<file path="src/rtl/lsf_lut_rd_sched.sv">
// lsf_lut_rd_sched: round-robin burst scheduler sharing one LUT ROM between N_REQ requesters.
// Optional LSF_LUT_ADDR_CLAMP_EN saturates burst addresses at the top of the ROM instead of wrapping.
module lsf_lut_rd_sched #(
  parameter int N_REQ     = 3,
  parameter int ADDR_W    = 12,
  parameter int DATA_W    = 16,
  parameter int BURST_LEN = 4,
  parameter int ROM_LAT   = 2,
  localparam int ID_W     = $clog2(N_REQ),
  localparam int IDX_W    = $clog2(BURST_LEN) + 1
) (
  input  logic                      clk,
  input  logic                      rst,
  input  logic [N_REQ-1:0]          req_vld,
  input  logic [N_REQ*ADDR_W-1:0]   req_addr,
  output logic [N_REQ-1:0]          req_rdy,
  output logic                      rom_en,
  output logic [ADDR_W-1:0]         rom_addr,
  input  logic [DATA_W-1:0]         rom_data,
  output logic                      rsp_vld,
  output logic [ID_W-1:0]           rsp_id,
  output logic [IDX_W-1:0]          rsp_idx,
  output logic                      rsp_last,
  output logic [DATA_W-1:0]         rsp_data,
`ifdef LSF_LUT_ADDR_CLAMP_EN
  output logic                      addr_clamped,
`endif
  output logic                      busy
);
  typedef enum logic {IDLE, BURST} state_t;
  typedef struct packed {
    logic             v;
    logic [ID_W-1:0]  id;
    logic [IDX_W-1:0] idx;
    logic             last;
  } tag_t;
  state_t state_q, state_d;
  logic [ID_W-1:0] rr_ptr_q, rr_ptr_d, id_q, id_d, gnt_id;
  logic [ADDR_W-1:0] start_q, start_d;
  logic [IDX_W-1:0] k_q, k_d;
  tag_t sr_q [ROM_LAT];
  tag_t sr_d [ROM_LAT];
  tag_t tap;
  logic rsp_vld_q, rsp_vld_d, rsp_last_q, rsp_last_d;
  logic [ID_W-1:0] rsp_id_q, rsp_id_d;
  logic [IDX_W-1:0] rsp_idx_q, rsp_idx_d;
  logic [DATA_W-1:0] rsp_data_q, rsp_data_d;
  logic gnt_vld, beat_last, any_v;
`ifdef LSF_LUT_ADDR_CLAMP_EN
  logic [ADDR_W:0] sum;
  logic clamped_q, clamped_d;
`else
  logic [ADDR_W-1:0] sum;
`endif
  // Scan downward so the lowest offset from rr_ptr is the last (winning) assignment.
  always_comb begin
    logic [ID_W-1:0] j;
    gnt_id = '0;
    j = '0;
    for (int i = N_REQ - 1; i >= 0; i--) begin
      j = ID_W'((int'(rr_ptr_q) + i) % N_REQ);
      if (req_vld[j]) gnt_id = j;
    end
    gnt_vld = |req_vld;
  end
  always_comb begin
    state_d  = state_q;
    rr_ptr_d = rr_ptr_q;
    id_d     = id_q;
    start_d  = start_q;
    k_d      = k_q;
    if (state_q == IDLE) begin
      if (gnt_vld) begin
        state_d  = BURST;
        rr_ptr_d = gnt_id == ID_W'(N_REQ - 1) ? '0 : gnt_id + 1'b1;
        id_d     = gnt_id;
        start_d  = req_addr[gnt_id*ADDR_W +: ADDR_W];
        k_d      = '0;
      end
    end else begin
      k_d     = k_q + 1'b1;
      state_d = beat_last ? IDLE : BURST;
    end
    sr_d[0] = {rom_en, id_q, k_q, beat_last};
    for (int i = 1; i < ROM_LAT; i++) sr_d[i] = sr_q[i-1];
    tap        = sr_q[ROM_LAT-1];
    rsp_vld_d  = tap.v;
    rsp_id_d   = tap.v ? tap.id : '0;
    rsp_idx_d  = tap.v ? tap.idx : '0;
    rsp_last_d = tap.v & tap.last;
    rsp_data_d = tap.v ? rom_data : '0;
`ifdef LSF_LUT_ADDR_CLAMP_EN
    clamped_d  = clamped_q | (rom_en & sum[ADDR_W]);
`endif
  end
  always_comb begin
    rom_en    = state_q == BURST;
    beat_last = k_q == IDX_W'(BURST_LEN - 1);
    req_rdy   = (state_q == IDLE && gnt_vld && !rst) ? N_REQ'(1) << gnt_id : '0;
`ifdef LSF_LUT_ADDR_CLAMP_EN
    sum          = {1'b0, start_q} + (ADDR_W+1)'(k_q);
    rom_addr     = rom_en ? (sum[ADDR_W] ? '1 : sum[ADDR_W-1:0]) : '0;
    addr_clamped = clamped_q | (rom_en & sum[ADDR_W]);
`else
    sum      = start_q + ADDR_W'(k_q);
    rom_addr = rom_en ? sum : '0;
`endif
    any_v = 1'b0;
    for (int i = 0; i < ROM_LAT; i++) any_v = any_v | sr_q[i].v;
    busy     = rom_en | any_v | rsp_vld_q;
    rsp_vld  = rsp_vld_q;
    rsp_id   = rsp_id_q;
    rsp_idx  = rsp_idx_q;
    rsp_last = rsp_last_q;
    rsp_data = rsp_data_q;
  end
  always_ff @(posedge clk or posedge rst) begin
    if (rst) begin
      state_q    <= IDLE;
      rr_ptr_q   <= '0;
      id_q       <= '0;
      start_q    <= '0;
      k_q        <= '0;
      for (int i = 0; i < ROM_LAT; i++) sr_q[i] <= '0;
      rsp_vld_q  <= 1'b0;
      rsp_id_q   <= '0;
      rsp_idx_q  <= '0;
      rsp_last_q <= 1'b0;
      rsp_data_q <= '0;
`ifdef LSF_LUT_ADDR_CLAMP_EN
      clamped_q  <= 1'b0;
`endif
    end else begin
      state_q    <= state_d;
      rr_ptr_q   <= rr_ptr_d;
      id_q       <= id_d;
      start_q    <= start_d;
      k_q        <= k_d;
      for (int i = 0; i < ROM_LAT; i++) sr_q[i] <= sr_d[i];
      rsp_vld_q  <= rsp_vld_d;
      rsp_id_q   <= rsp_id_d;
      rsp_idx_q  <= rsp_idx_d;
      rsp_last_q <= rsp_last_d;
      rsp_data_q <= rsp_data_d;
`ifdef LSF_LUT_ADDR_CLAMP_EN
      clamped_q  <= clamped_d;
`endif
    end
  end
endmodule

</file>
<file path="config.mk">
export PLATFORM = sky130hd
export DESIGN_NAME = lsf_lut_rd_sched
export DESIGN_NICKNAME = d
export VERILOG_FILES = /design/src/rtl/lsf_lut_rd_sched.sv
export SDC_FILE = /design/constraint.sdc
export NUM_CORES = 1
export LEC_CHECK = 0
export BUFFER_PORTS_ARGS = -buffer_cell sky130_fd_sc_hd__buf_2
export CAP_MARGIN = 15
export CORE_MARGIN = 5
export CORE_UTILIZATION = 45
export CTS_CLUSTER_SIZE = 40
export DETAILED_ROUTE_END_ITERATION = 10
export PLACE_DENSITY = 0.76
export SLEW_MARGIN = 20
export SYNTH_ARGS = -nofsm -noshare
export SYNTH_HDL_FRONTEND = slang
export SYNTH_SLANG_ARGS = --single-unit
</file>
<file path="constraint.sdc">
create_clock -name clk -period 1.85 [get_ports clk]
set_input_delay 0.37 -clock clk [delete_from_list [all_inputs] [get_ports clk]]
set_output_delay 0.37 -clock clk [all_outputs]
set_load 0.02 [all_outputs]
</file>
==> results of run 1 <==
## per-stage QoR
stage,setup TNS [ns],hold WS (ns)
5_1_grt,-14.26,0.206
3_3_place_gp,-4.44,0.333
2_1_floorplan,-1.25,0.331
6_report,-11.80,0.182
3_5_place_dp,-6.02,0.336
4_1_cts,-10.08,0.175
## layout make-up
cell class | count | area, µm²
clock inverter | 4 | 50.0
multi-input combinational | 179 | 1570
sequential | 57 | 1430
fill | 415 | 1640
inverter | 6 | 22.5
timing repair buffer | 145 | 995
clock buffer | 12 | 165
tap | 75 | 93.8
## synth_stat cells (2+ instances only)
| cell | count | area [µm²] |
|---|---|---|
| dfrtp_1 | 57 | 1430 |
| and2_1 | 33 | 206 |
| nor3_1 | 30 | 150 |
| nand2_1 | 19 | 71.3 |
| o21ai_0 | 18 | 90.1 |
| o31ai_1 | 11 | 82.6 |
| ha_1 | 8 | 100 |
| inv_1 | 6 | 22.5 |
| buf_2 | 5 | 25.0 |
| clkbuf_1 | 5 | 18.8 |
| nor4_1 | 5 | 31.3 |
| xor2_1 | 5 | 43.8 |
| buf_6 | 4 | 45.0 |
| xnor2_1 | 4 | 35.0 |
| a21boi_0 | 3 | 22.5 |
| a21oi_1 | 3 | 15.0 |
| mux2i_1 | 3 | 30.0 |
| nand3_1 | 3 | 15.0 |
| a21o_1 | 2 | 15.0 |
| a32o_2 | 2 | 22.5 |
| buf_4 | 2 | 15.0 |
| nand3b_1 | 2 | 15.0 |
| nor2b_1 | 2 | 12.5 |
| o32ai_1 | 2 | 17.5 |
## timing repair
action	in CTS	in global routing
endpoints found under the setup margin	30	30
hold buffers	0	0
setup buffers	14	12
gates resized for setup	52	38
pin swaps	24	21
## flip-flops by register name, indices dropped and copies added (netlist names)
| name | flops |
|---|---|
| rsp_id | 2 |
| rsp_idx | 3 |
| sr_d | 7 |
| rsp_data | 16 |
| start_q | 12 |
| rsp_vld_d | 1 |
| sr_q | 6 |
| rsp_vld | 1 |
| rr_ptr_q | 2 |
| k_q | 3 |
| rsp_last | 1 |
| rom_en | 1 |
| id_q | 2 |
## power by group through the flow
stage	combinational, mW	sequential (mW)	clock, mW
6_report	5.53	2.07	1.23
5_1_grt	5.88	2.12	1.32
4_1_cts	4.92	2.04	1.25
3_5_place_dp	4.07	2.07	0
3_3_place_gp	3.96	2.04	0
2_1_floorplan	2.64	2.26	0
## kinds of logic after synthesis
family,share of synthesized area
muxes,0.0149
DFF,0.516
buffers and inverters,0.0529
and+or+nand+nor,0.221
xor gates and xnor gates,0.0285
AOI/OAI and AO/OA,0.123
adders and majority gates,0.0434
## layer usage
layer  up-vias  global-route usage  part of all wire
li1       1185                   -                 -
met1      1198               0.242              0.41
met2       116               0.336              0.49
met3        16              0.0549             0.080
met4         0              0.0810             0.020
met5         -                   0                 0
## worst paths after layout
path                             startpoint           end  slack, ns  depth (start not counted)
worst min register to register      sr_d[3]       sr_q[3]       0.35                          0
worst max-delay path             start_q[0]   rom_addr[4]      -0.64                          8
max in group asynchronous               rst  rsp_data[13]       1.42                          3
worst max register to register  rr_ptr_q[0]   start_q[11]      -0.35                         10
worst min-delay path                    rst    start_q[0]       0.18                          3
min in group clk                rom_data[9]   rsp_data[9]       0.24                          2
## critical path: stages (launching register included)
cell	delay (ns)
dfrtp_1	0.42
ha_4	0.19
fa_2	0.36
a21o_1	0.19
nand2_4	0.13
buf_4	0.14
xnor2_2	0.10
and2_4	0.15
buf_6	0.11
==> results.sh, run 1 <==
export IMPL_outcome="finished, violations left"
export IMPL_violations="negative setup slack"
export IMPL_avgSynthCellArea_um2=10.6
export IMPL_leakage_nw=2.05
export IMPL_antenna_found_initial=0
export IMPL_grt_max_degree=58
export IMPL_ys_flop_type="dfrtp_1"
export IMPL_ys_types=50
export IMPL_cap_violations=0
export IMPL_clockRootBuffer="clkbuf_8"
export IMPL_drt_first_pass_iters=5
export IMPL_cp_data_required_time_ns=1.48
export IMPL_grt_overflow_total=0
export IMPL_grt_pass1_wl_um=11900
export IMPL_cp_arrival_ns=2.12
export IMPL_path_class="reg -> out"
export IMPL_slew_headroom=0.770
export IMPL_synth_cell_area_mm2=0.00277
export IMPL_dr_first_iter_drc_count=106
export IMPL_vias=2515
export IMPL_clk_latency_ns=0.34
export IMPL_place_ws_ns=-0.307
export IMPL_synth_nets=326
export IMPL_yosys_warnings=0
export IMPL_finalPower_mw=8.83
export IMPL_fmax_ghz=0.402
export IMPL_fin_crit_ns=2.49
export IMPL_setup_viol=28
export IMPL_ant_nets=0
export IMPL_worstSetupStartpointType="flip-flop"
export IMPL_drive_above_1_share=0.558
export IMPL_worst_path_max_fanout=5
export IMPL_drv_slew=0
export IMPL_layout_setup_ws_ns=-0.640
export IMPL_io_pins=97
export IMPL_hpwlAfterDp_um=5020
export IMPL_power_frac_seq=0.234
export IMPL_die_height_um=88.4
export IMPL_p_sw_mw=3.65
export IMPL_irDropWorstVdd_mv=1.39
export IMPL_combPwrFrac=0.626
export IMPL_wire_per_inst_um=16.5
export IMPL_cts_sinks=57
export IMPL_rsz0062_at_grt="true"
export IMPL_power_density_mw_per_mm2=2040
export IMPL_placementRows=28
export IMPL_die_w_um=88.4
export IMPL_drc=0
export IMPL_synth_edf_count=0
export IMPL_final_common_cell="buf_2"
export IMPL_core_area_mm2=0.00596
export IMPL_place_area_mm2=0.00357
export IMPL_placed_cells=440
export IMPL_min_path_type="in -> async"
export IMPL_design_die_area_mm2=0.00782
export IMPL_diodes=0
export IMPL_clk_path_buf_depth=2
export IMPL_grt_usage=0.199
export IMPL_grt_pass1_vias=2557
export IMPL_fin_nets=464
export IMPL_start_util=0.464
export IMPL_finalInstanceArea_mm2=0.00432
export IMPL_path_clk_slew_ns=0.07
export IMPL_place_congestion=0.793
export IMPL_h_tree_depth=3
export IMPL_internal_power_mw=5.18
export IMPL_cts_tree="yes"
export IMPL_clock_power_share=0.140
export IMPL_ys_ff_latch=57
export IMPL_fin_cells=478
export IMPL_switching_share=0.413
export IMPL_wl_um=7900
export IMPL_syn2layout_area_growth_pct=56.2
export IMPL_worst_slew_pin_slew_ns=0.343
export IMPL_synthArstFlopShare=1.00
export IMPL_io_buffers=96
export IMPL_syn_inst=260
export IMPL_yosysSeqAreaShare=0.516
export IMPL_hold_viol=0
export IMPL_final_util=0.725
export IMPL_mostFrequentLayoutCells="82 x buf_2, 57 x dfrtp_1, 39 x buf_4"
export IMPL_cts_buffers_inserted=9
export IMPL_skew_ns=0.00475
export IMPL_layout_worst_path_cycle_share=1.35
export IMPL_avgViaCountPerCell=5.26
export IMPL_cp_end_kind="output pin"
Note: power is estimated with default switching activity, not from simulation.
==> run 2: changes to the inputs <==
- SKIP_LAST_GASP: unset -> 1
==> run 2 against run 1 <==
The run still ends with negative setup slack left. Clock-buffer cell count unchanged. Power is essentially flat. Flip-flop and latch count unchanged. Register-to-register slack about the same. Non-clock buffer count did not move. First-iteration DRC count unchanged. Critical endpoint unchanged. Largest cell class unchanged. Largest power group unchanged.
==> results.sh, run 2 (synthesis gave the netlist of run 1 again) <==
export IMPL_violations="negative setup slack"
export IMPL_reg2reg_depth=10
export IMPL_place_ws_ns=-0.307
export IMPL_slew_headroom=0.777
export IMPL_wire_per_inst_um=16.5
export IMPL_place_congestion=0.793
export IMPL_cap_violations=0
export IMPL_grt_overflow_total=0
export IMPL_drv_slew=0
export IMPL_hpwlAfterDp_um=5020
export IMPL_h_tree_depth=3
export IMPL_final_common_cell="buf_2"
export IMPL_clockRootBuffer="clkbuf_8"
export IMPL_fmax_ghz=0.401
export IMPL_irDropWorstVdd_mv=1.39
export IMPL_cp_cell_sequence="ha_4 > fa_2 > a21o_1 > nand2_4 > buf_4 > xnor2_2 > and2_4 > buf_6"
export IMPL_grt_max_degree=58
export IMPL_ant_nets=0
export IMPL_antenna_found_initial=0
export IMPL_cts_sinks=57
export IMPL_skew_ns=0.00527
export IMPL_cp_arrival_ns=2.12
export IMPL_hold_buffers=0
export IMPL_path_clk_slew_ns=0.07
export IMPL_grt_pass1_vias=2557
export IMPL_dr_first_iter_drc_count=106
export IMPL_wl_um=7910
export IMPL_clk_path_buf_depth=2
export IMPL_finalInstanceArea_mm2=0.00432
export IMPL_diodes=0
export IMPL_cp_end_kind="output pin"
export IMPL_min_path_type="in -> async"
export IMPL_setup_viol=28
export IMPL_leakage_nw=2.05
export IMPL_clk_latency_ns=0.34
export IMPL_cts_tree="yes"
export IMPL_grt_usage=0.199
export IMPL_worstSetupStartpointType="flip-flop"
export IMPL_drt_first_pass_iters=5
export IMPL_cts_buffers_inserted=9
export IMPL_drc=0
export IMPL_cp_data_required_time_ns=1.48
export IMPL_avgViaCountPerCell=5.25
export IMPL_hold_viol=0
export IMPL_core_area_mm2=0.00596
export IMPL_vias=2509
export IMPL_setup_tns_ns=-11.76
export IMPL_grt_pass1_wl_um=11900
export IMPL_finalPower_mw=8.83
export IMPL_worst_path_max_fanout=5
export IMPL_syn2layout_area_growth_pct=56.2
export IMPL_slowest_stage="dfrtp_1"
export IMPL_power_density_mw_per_mm2=2040
export IMPL_drive_above_1_share=0.558
export IMPL_layout_worst_path_cycle_share=1.35
export IMPL_die_w_um=88.4
export IMPL_io_buffers=96
export IMPL_largest_register_ff_count=16
export IMPL_rsz0062_at_grt="true"
export IMPL_design_die_area_mm2=0.00782
export IMPL_start_util=0.464
export IMPL_worst_slew_pin_slew_ns=0.332
export IMPL_fin_nets=464
export IMPL_die_height_um=88.4
export IMPL_layout_setup_ws_ns=-0.641
export IMPL_path_class="reg -> out"
export IMPL_io_pins=97
export IMPL_placementRows=28
export IMPL_outcome="finished, violations left"
export IMPL_fin_crit_ns=2.49
export IMPL_critPathMaxStageDelay_ns=0.42
export IMPL_mostFrequentLayoutCells="82 x buf_2, 57 x dfrtp_1, 39 x buf_4"
export IMPL_place_area_mm2=0.00357
[run 2: cell counts in the layout (fill, tap and decap cells not counted)]
No cell type changed its count.
[run 2: layer usage]
metal | vias to the layer above | part of all wire | GRT usage | wire, µm
li1 | 1185 | - | - | -
met1 | 1194 | 0.41 | 0.242 | 3270
met2 | 116 | 0.49 | 0.336 | 3860
met3 | 14 | 0.081 | 0.0549 | 639
met4 | 0 | 0.018 | 0.0810 | 141
met5 | - | 0 | 0 | 0
[run 2: path summary, 6_finish.rpt]
check | slack (ns) | endpoint | from
max | -0.64 | rom_addr[4] | start_q[0]
min | 0.18 | start_q[0] | rst
max reg2reg | -0.35 | start_q[6] | rr_ptr_q[0]
min reg2reg | 0.35 | sr_q[3] | sr_d[3]
max in group asynchronous | 1.42 | rsp_data[13] | rst
min in group clk | 0.24 | rsp_data[9] | rom_data[9]
[run 2: what timing repair did]
item                       CTS  global route
cloned                       0             0
gates resized for setup     52            38
setup endpoints to repair   30            30
setup buffers               14            12
pin swaps                   24            20
[run 2: through the flow]
step | instances | hold slack [ns] | util
after floorplan | 260 | 0.331 | -
after global placement | 440 | 0.333 | 0.600
after detailed placement | 440 | 0.336 | 0.600
after CTS | 470 | 0.175 | 0.688
after global routing | 478 | 0.206 | 0.725
final | 478 | 0.181 | 0.725
[run 2: power by group]
part | internal [mW] | leakage (nW) | switching, mW | total (mW)
logic | 2.68 | 1.26 | 2.85 | 5.53
clock network | 0.729 | 0.105 | 0.506 | 1.24
registers | 1.77 | 0.685 | 0.297 | 2.07
[run 2: layout make-up]
cell class / instances / area, µm²
inverters: 6 / 22.5
flip-flops and latches: 57 / 1430
well taps: 75 / 93.8
clock inverters: 4 / 50.0
multi-input cells: 179 / 1570
fillers: 415 / 1640
repair buffers: 145 / 995
clock buffers: 12 / 165
[run 2: critical path: cells and delay by family, from the launching register on]
kind | cells | cell delay, ns
buf+inv | 2 | 0.25
xor+xnor | 1 | 0.10
simple gates | 2 | 0.28
flops | 1 | 0.42
compound gates | 1 | 0.19
fa+ha+maj | 2 | 0.55
